File: src/rtl/ysyx_23060229_lsu.sv
// Load/store unit: one transaction at a time over a req/gnt/rvalid bus,
// with store lane alignment and load byte/half extraction.
module ysyx_23060229_lsu #(
    parameter int         ADDR_W = 32,
    parameter int         DATA_W = 32,
    parameter logic [5:0] I_LB   = 6'd10,
    parameter logic [5:0] I_LH   = 6'd11,
    parameter logic [5:0] I_LW   = 6'd12,
    parameter logic [5:0] I_LBU  = 6'd13,
    parameter logic [5:0] I_LHU  = 6'd14
) (
    input  logic              clk,
    input  logic              rst_n,
    input  logic              in_valid,
    output logic              in_ready,
    input  logic [5:0]        typ,
    input  logic              mem_ren,
    input  logic              mem_wen,
    input  logic [7:0]        mem_wmask,
    input  logic [ADDR_W-1:0] addr,
    input  logic [DATA_W-1:0] wdata,
    output logic              bus_req,
    output logic              bus_we,
    output logic [ADDR_W-1:0] bus_addr,
    output logic [DATA_W-1:0] bus_wdata,
    output logic [3:0]        bus_wstrb,
    input  logic              bus_gnt,
    input  logic              bus_rvalid,
    input  logic [DATA_W-1:0] bus_rdata,
    output logic              out_valid,
    input  logic              out_ready,
    output logic [DATA_W-1:0] out_rdata,
    output logic              out_err
);

    typedef enum logic [1:0] {S_IDLE, S_REQ, S_WAIT, S_DONE} state_t;
    typedef enum logic [1:0] {K_NOP, K_LOAD, K_STORE} kind_t;

    state_t            r_state;
    state_t            w_state_next;
    kind_t             r_kind;
    kind_t             w_kind;
    logic [5:0]        r_typ;
    logic [ADDR_W-1:0] r_addr;
    logic [DATA_W-1:0] r_wdata;
    logic [3:0]        r_mask;
    logic [DATA_W-1:0] r_rdata;
    logic              r_err;

    logic              w_capture;
    logic              w_half;
    logic              w_word;
    logic              w_misalign;
    logic              w_resp;
    logic [DATA_W-1:0] w_shifted;
    logic [DATA_W-1:0] w_load_ext;
    logic              w_unused_ok;

    assign w_unused_ok = ^mem_wmask[7:4];

    // A load wins when both enables are set (decoder's LHU encoding).
    always_comb begin
        w_kind = K_NOP;
        if (mem_ren) begin
            w_kind = K_LOAD;
        end else if (mem_wen) begin
            w_kind = K_STORE;
        end
    end

    assign w_half     = (typ == I_LH) || (typ == I_LHU) || (mem_wmask[3:0] == 4'b0011);
    assign w_word     = (typ == I_LW) || (mem_wmask[3:0] == 4'b1111);
    assign w_misalign = (w_kind != K_NOP) &&
                        ((w_half && addr[0]) || (w_word && (addr[1:0] != 2'b00)));

    assign w_capture  = in_valid && (r_state == S_IDLE);
    assign w_resp     = ((r_state == S_REQ) && bus_gnt && bus_rvalid) ||
                        ((r_state == S_WAIT) && bus_rvalid);

    always_comb begin
        w_state_next = r_state;
        case (r_state)
            S_IDLE: begin
                if (w_capture) begin
                    if (w_kind != K_NOP && !w_misalign) begin
                        w_state_next = S_REQ;
                    end else begin
                        w_state_next = S_DONE;
                    end
                end
            end
            S_REQ: begin
                if (bus_gnt) begin
                    w_state_next = bus_rvalid ? S_DONE : S_WAIT;
                end
            end
            S_WAIT: begin
                if (bus_rvalid) begin
                    w_state_next = S_DONE;
                end
            end
            S_DONE: begin
                if (out_ready) begin
                    w_state_next = S_IDLE;
                end
            end
            default: w_state_next = S_IDLE;
        endcase
    end

    always_ff @(posedge clk or negedge rst_n) begin
        if (!rst_n) begin
            r_state <= S_IDLE;
        end else begin
            r_state <= w_state_next;
        end
    end

    assign w_shifted = bus_rdata >> {r_addr[1:0], 3'b000};

    always_comb begin
        w_load_ext = w_shifted;
        case (r_typ)
            I_LB:    w_load_ext = {{24{w_shifted[7]}}, w_shifted[7:0]};
            I_LBU:   w_load_ext = {24'd0, w_shifted[7:0]};
            I_LH:    w_load_ext = {{16{w_shifted[15]}}, w_shifted[15:0]};
            I_LHU:   w_load_ext = {16'd0, w_shifted[15:0]};
            I_LW:    w_load_ext = w_shifted;
            default: w_load_ext = w_shifted;
        endcase
    end

    // Misaligned ops are stored as NOP so they never drive the bus; r_err carries the flag.
    always_ff @(posedge clk or negedge rst_n) begin
        if (!rst_n) begin
            r_kind  <= K_NOP;
            r_typ   <= '0;
            r_addr  <= '0;
            r_wdata <= '0;
            r_mask  <= '0;
            r_rdata <= '0;
            r_err   <= 1'b0;
        end else if (w_capture) begin
            r_kind  <= w_misalign ? K_NOP : w_kind;
            r_typ   <= typ;
            r_addr  <= addr;
            r_wdata <= wdata;
            r_mask  <= mem_wmask[3:0];
            r_rdata <= '0;
            r_err   <= w_misalign;
        end else if (w_resp && r_kind == K_LOAD) begin
            r_rdata <= w_load_ext;
        end
    end

    assign in_ready  = (r_state == S_IDLE);
    assign bus_req   = (r_state == S_REQ);
    assign bus_we    = (r_kind == K_STORE);
    assign bus_addr  = {r_addr[ADDR_W-1:2], 2'b00};
    assign bus_wdata = r_wdata << {r_addr[1:0], 3'b000};
    assign bus_wstrb = (r_kind == K_STORE) ? (r_mask << r_addr[1:0]) : 4'b0000;
    assign out_valid = (r_state == S_DONE);
    assign out_rdata = r_rdata;
    assign out_err   = r_err;

endmodule

File: config.mk
export PLATFORM = sky130hd
export DESIGN_NAME = ysyx_23060229_lsu
export DESIGN_NICKNAME = d
export VERILOG_FILES = /design/src/rtl/ysyx_23060229_lsu.sv
export SDC_FILE = /design/constraint.sdc
export NUM_CORES = 1
export LEC_CHECK = 0
export CAP_MARGIN = 25
export CORE_MARGIN = 2
export CORE_UTILIZATION = 30
export DETAILED_ROUTE_END_ITERATION = 8
export PLACE_DENSITY_LB_ADDON = 0.15
export SLEW_MARGIN = 20
export SYNTH_ARGS = -nofsm -noshare
export SYNTH_HDL_FRONTEND = slang
export SYNTH_SLANG_ARGS = --single-unit
File: constraint.sdc
create_clock -name clk -period 2.6 [get_ports clk]
set_input_delay 0.52 -clock clk [delete_from_list [all_inputs] [get_ports clk]]
set_output_delay 0.52 -clock clk [all_outputs]
set_load 0.01 [all_outputs]
==> out/results.ini <==
[cts]
clock_sinks = 111
cts.clk_slew.worst_paths_ns = 0.08
hold_buffers = 0
clock_tree.root_cell = clkbuf_16
h-tree-depth = 3
cts_tree = done
clk_latency_ns = 0.36
cts_buffers = 9
clock_path_buffers = 2

[power]
power_leakage_uw = 0.003862
swShare = 0.3889
powerDensity_mw_per_mm2 = 1107
pwr-share-comb = 0.531
vdd_drop_max_mv = 0.4211
internal_power_uw = 5783
clkPwrFrac = 0.151
netSwitchingPower_uw = 3681
seq_power_share = 0.318

[place]
io_buffer_count = 216
finalWeightedCongestion = 0.7601
dpl.hpwl_mm = 13.14
place_area_sq_mm = 0.008212
post-place-ws_ns = 0.05897

[synthesis]
yosys.area.top_type = dfrtp_1
yosysTopAreaCellShare = 0.4708
synth_cell_types = 41
ys_seq_elements = 111
synth-async-reset-ratio = 1.000
synth.area.top_cells = dfrtp_1 47%, nand2_1 16%, mux2i_1 5.8%, a21oi_1 4.8%, buf_4 4.1%
seq_area_frac_synth = 0.4708
synth_common_cells = 257 x nand2_1, 111 x dfrtp_1, 57 x a21oi_1
ys.flop_type = dfrtp_1
synth_area_sq_mm = 0.005899
netlist_instances = 721
avgSynthCellArea_sq_um = 8.182
synth_most_common_cell = nand2_1
yosys_warnings = 0
synth_edf_count = 0

[worst_setup_path]
crit_arrival_ns = 1.99
worst-path-stages = 5
crit_type = flop to primary output
cp-end-kind = primary output
crit_family = buffers and inverters
cpPeakStageDelay_ns = 0.61
startpoint_type = flop
rr_worst_depth = 8
path_cells = nor2b_1, buf_4, a21oi_1, nor2_1, clkdlybuf4s50_1
crit_required_ns = 2.08
critPathSlowestCell = clkdlybuf4s50_1
path_buf_inv = 2
rrSetupSlack_ns = 0.27
path_max_fanout = 8

[route]
wire_per_inst_um = 15.62
vias = 5303
drc = 0
routed_wl_mm = 18.23
initialDrtViolationCount = 256
post_drt_via_cell_ratio = 4.544
first_pass_iters = 4
antenna_left = 0

[floorplan]
rows = 51
num_io_pins = 223
core_area_sq_mm = 0.01940
die_x_um = 144.2
start_util = 0.3041
die_h_um = 144.2
dieArea_sq_mm = 0.02080

[outcome]
run_status = completed

[global_route]
grt_pass1_vias = 5152
grt_pass1_wl_mm = 28.55
grtUsageTotal = 0.1777
grt_max_degree = 63
overflow = 0
antenna_found_initial = 1

[sta]
rsz0062_at_grt = no
relSlewSlack = 0.6214
skew_ns = 0.01049
period_share = 0.9660
worst_slack_ns = 0.08851
finalCriticalPeriod_ns = 2.511
report.final.slew_viol_count = 0
setup_tns_ns = 0
setup_viol = 0
fmax_mhz = 398.2
whs_ns = 0.1094
tightest_slew_ns = 0.5667
report.final.hold_viol_count = 0

[finish]
design_area_sq_mm = 0.008548
area_growth_pct = 44.90
nets = 1019
num_antenna_cells = 0
drive_gt1_frac = 0.05543
nFillCells = 2006

[min_path]
hp-class = primary input to async pin

[job]
maxCapViolations = 0

layout make-up:
cell class | count | area (sq um) | share of cell area
Sequential cell | 111 | 2780 | 0.3252
Multi-Input combinational cell | 524 | 2664 | 0.3116
Timing Repair Buffer | 242 | 2442 | 0.2857
Tap cell | 265 | 331.6 | 0.03879
Clock buffer | 10 | 229.0 | 0.02679
Clock inverter | 6 | 67.56 | 0.007904
Inverter | 9 | 33.78 | 0.003952
power groups by stage:
stage	Combinational, uW	Clock [uW]	Sequential [uW]
finish	5030	1430	3010
global route	5560	1550	3130
CTS	5110	1480	3020
detailed placement	5040	0	3040
global placement	5010	0	3040
floorplan	2830	0	2960
placed cells by master, fill, tap and decap left out, types with 2 or more instances in the layout:
master           Yosys  final
a211oi_1            25     25
a21oi_1             57     57
and2_1               9      8
and3b_1              2      2
buf_12               0      6
buf_4               32     20
clkbuf_16            0      9
clkdlybuf4s50_1      0    213
clkinvlp_4           0      2
conb_1               1      2
dfrtp_1            111    109
dfrtp_2              0      2
dlymetal6s2s_1       0      2
ha_1                 4      4
inv_1                9      9
inv_6                0      2
mux2i_1             34     34
nand2_1            257    256
nand2b_1             3      3
nor2_1              47     47
nor2b_1             19     19
nor3_1               2      2
o21ai_0             26     26
or3_1               17     17
metal layers:
| layer | vias to the layer above | global-route usage | share of wire |
|---|---|---|---|
| met5 | - | 0 | 0.00088 |
| met3 | 14 | 0.06722 | 0.089 |
| li1 | 2675 | - | - |
| met4 | 2 | 0.03577 | 0.0095 |
| met2 | 167 | 0.2752 | 0.44 |
| met1 | 2445 | 0.2387 | 0.46 |
registers in the layout (all words and copies together) (netlist names):
| register | flops |
|---|---|
| out_err | 1 |
| out_rdata | 32 |
| r_addr | 32 |
| r_kind | 2 |
| r_mask | 4 |
| r_state | 2 |
| r_typ | 6 |
| r_wdata | 32 |
repair_timing:
action                                  CTS  global route
setup buffers                             2             0
endpoints found under the setup margin   12             3
resized for setup                         1             3
cells by family after synthesis:
family / Yosys count / share of synthesized area
AND/OR/NAND/NOR: 362 / 0.2568
multiplexers: 35 / 0.06151
other: 1 / 0.0006357
adder cells (fa/ha/maj): 4 / 0.008484
XOR/XNOR: 1 / 0.001485
flip-flops: 111 / 0.4708
AO/OA/AOI/OAI: 120 / 0.1211
buffers and inverters: 87 / 0.07911
per-stage QoR:
| step | instances | utilization | total power [uW] |
|---|---|---|---|
| 4_1_cts | 1167 | 0.4402 | 9607 |
| 3_5_place_dp | 1149 | 0.4233 | 8077 |
| 3_3_place_gp | 1149 | 0.4233 | 8049 |
| 6_report | 1167 | 0.4407 | 9464 |
| 5_1_grt | 1167 | 0.4407 | 10240 |
| 2_1_floorplan | 722 | - | 5789 |
path summary, 6_finish.rpt:
path,start,endpoint
min reg2reg,r_wdata[31],r_wdata[31]
max,r_addr[0],bus_wstrb[2]
min in group clk,r_wdata[31],r_wdata[31]
min,rst_n,r_wdata[20]
max reg2reg,r_addr[0],out_rdata[29]
max in group asynchronous,rst_n,r_wdata[5]
worst reg2reg max path, cell delays in order (launching register included):
cell      delay [ns]
dfrtp_2         0.47
buf_4           0.16
buf_4           0.37
mux2i_1         0.17
o211ai_1        0.28
a31oi_4         0.14
buf_12          0.16
or3_1           0.37
a21oi_1         0.12
(Power assumes the default switching activity.)
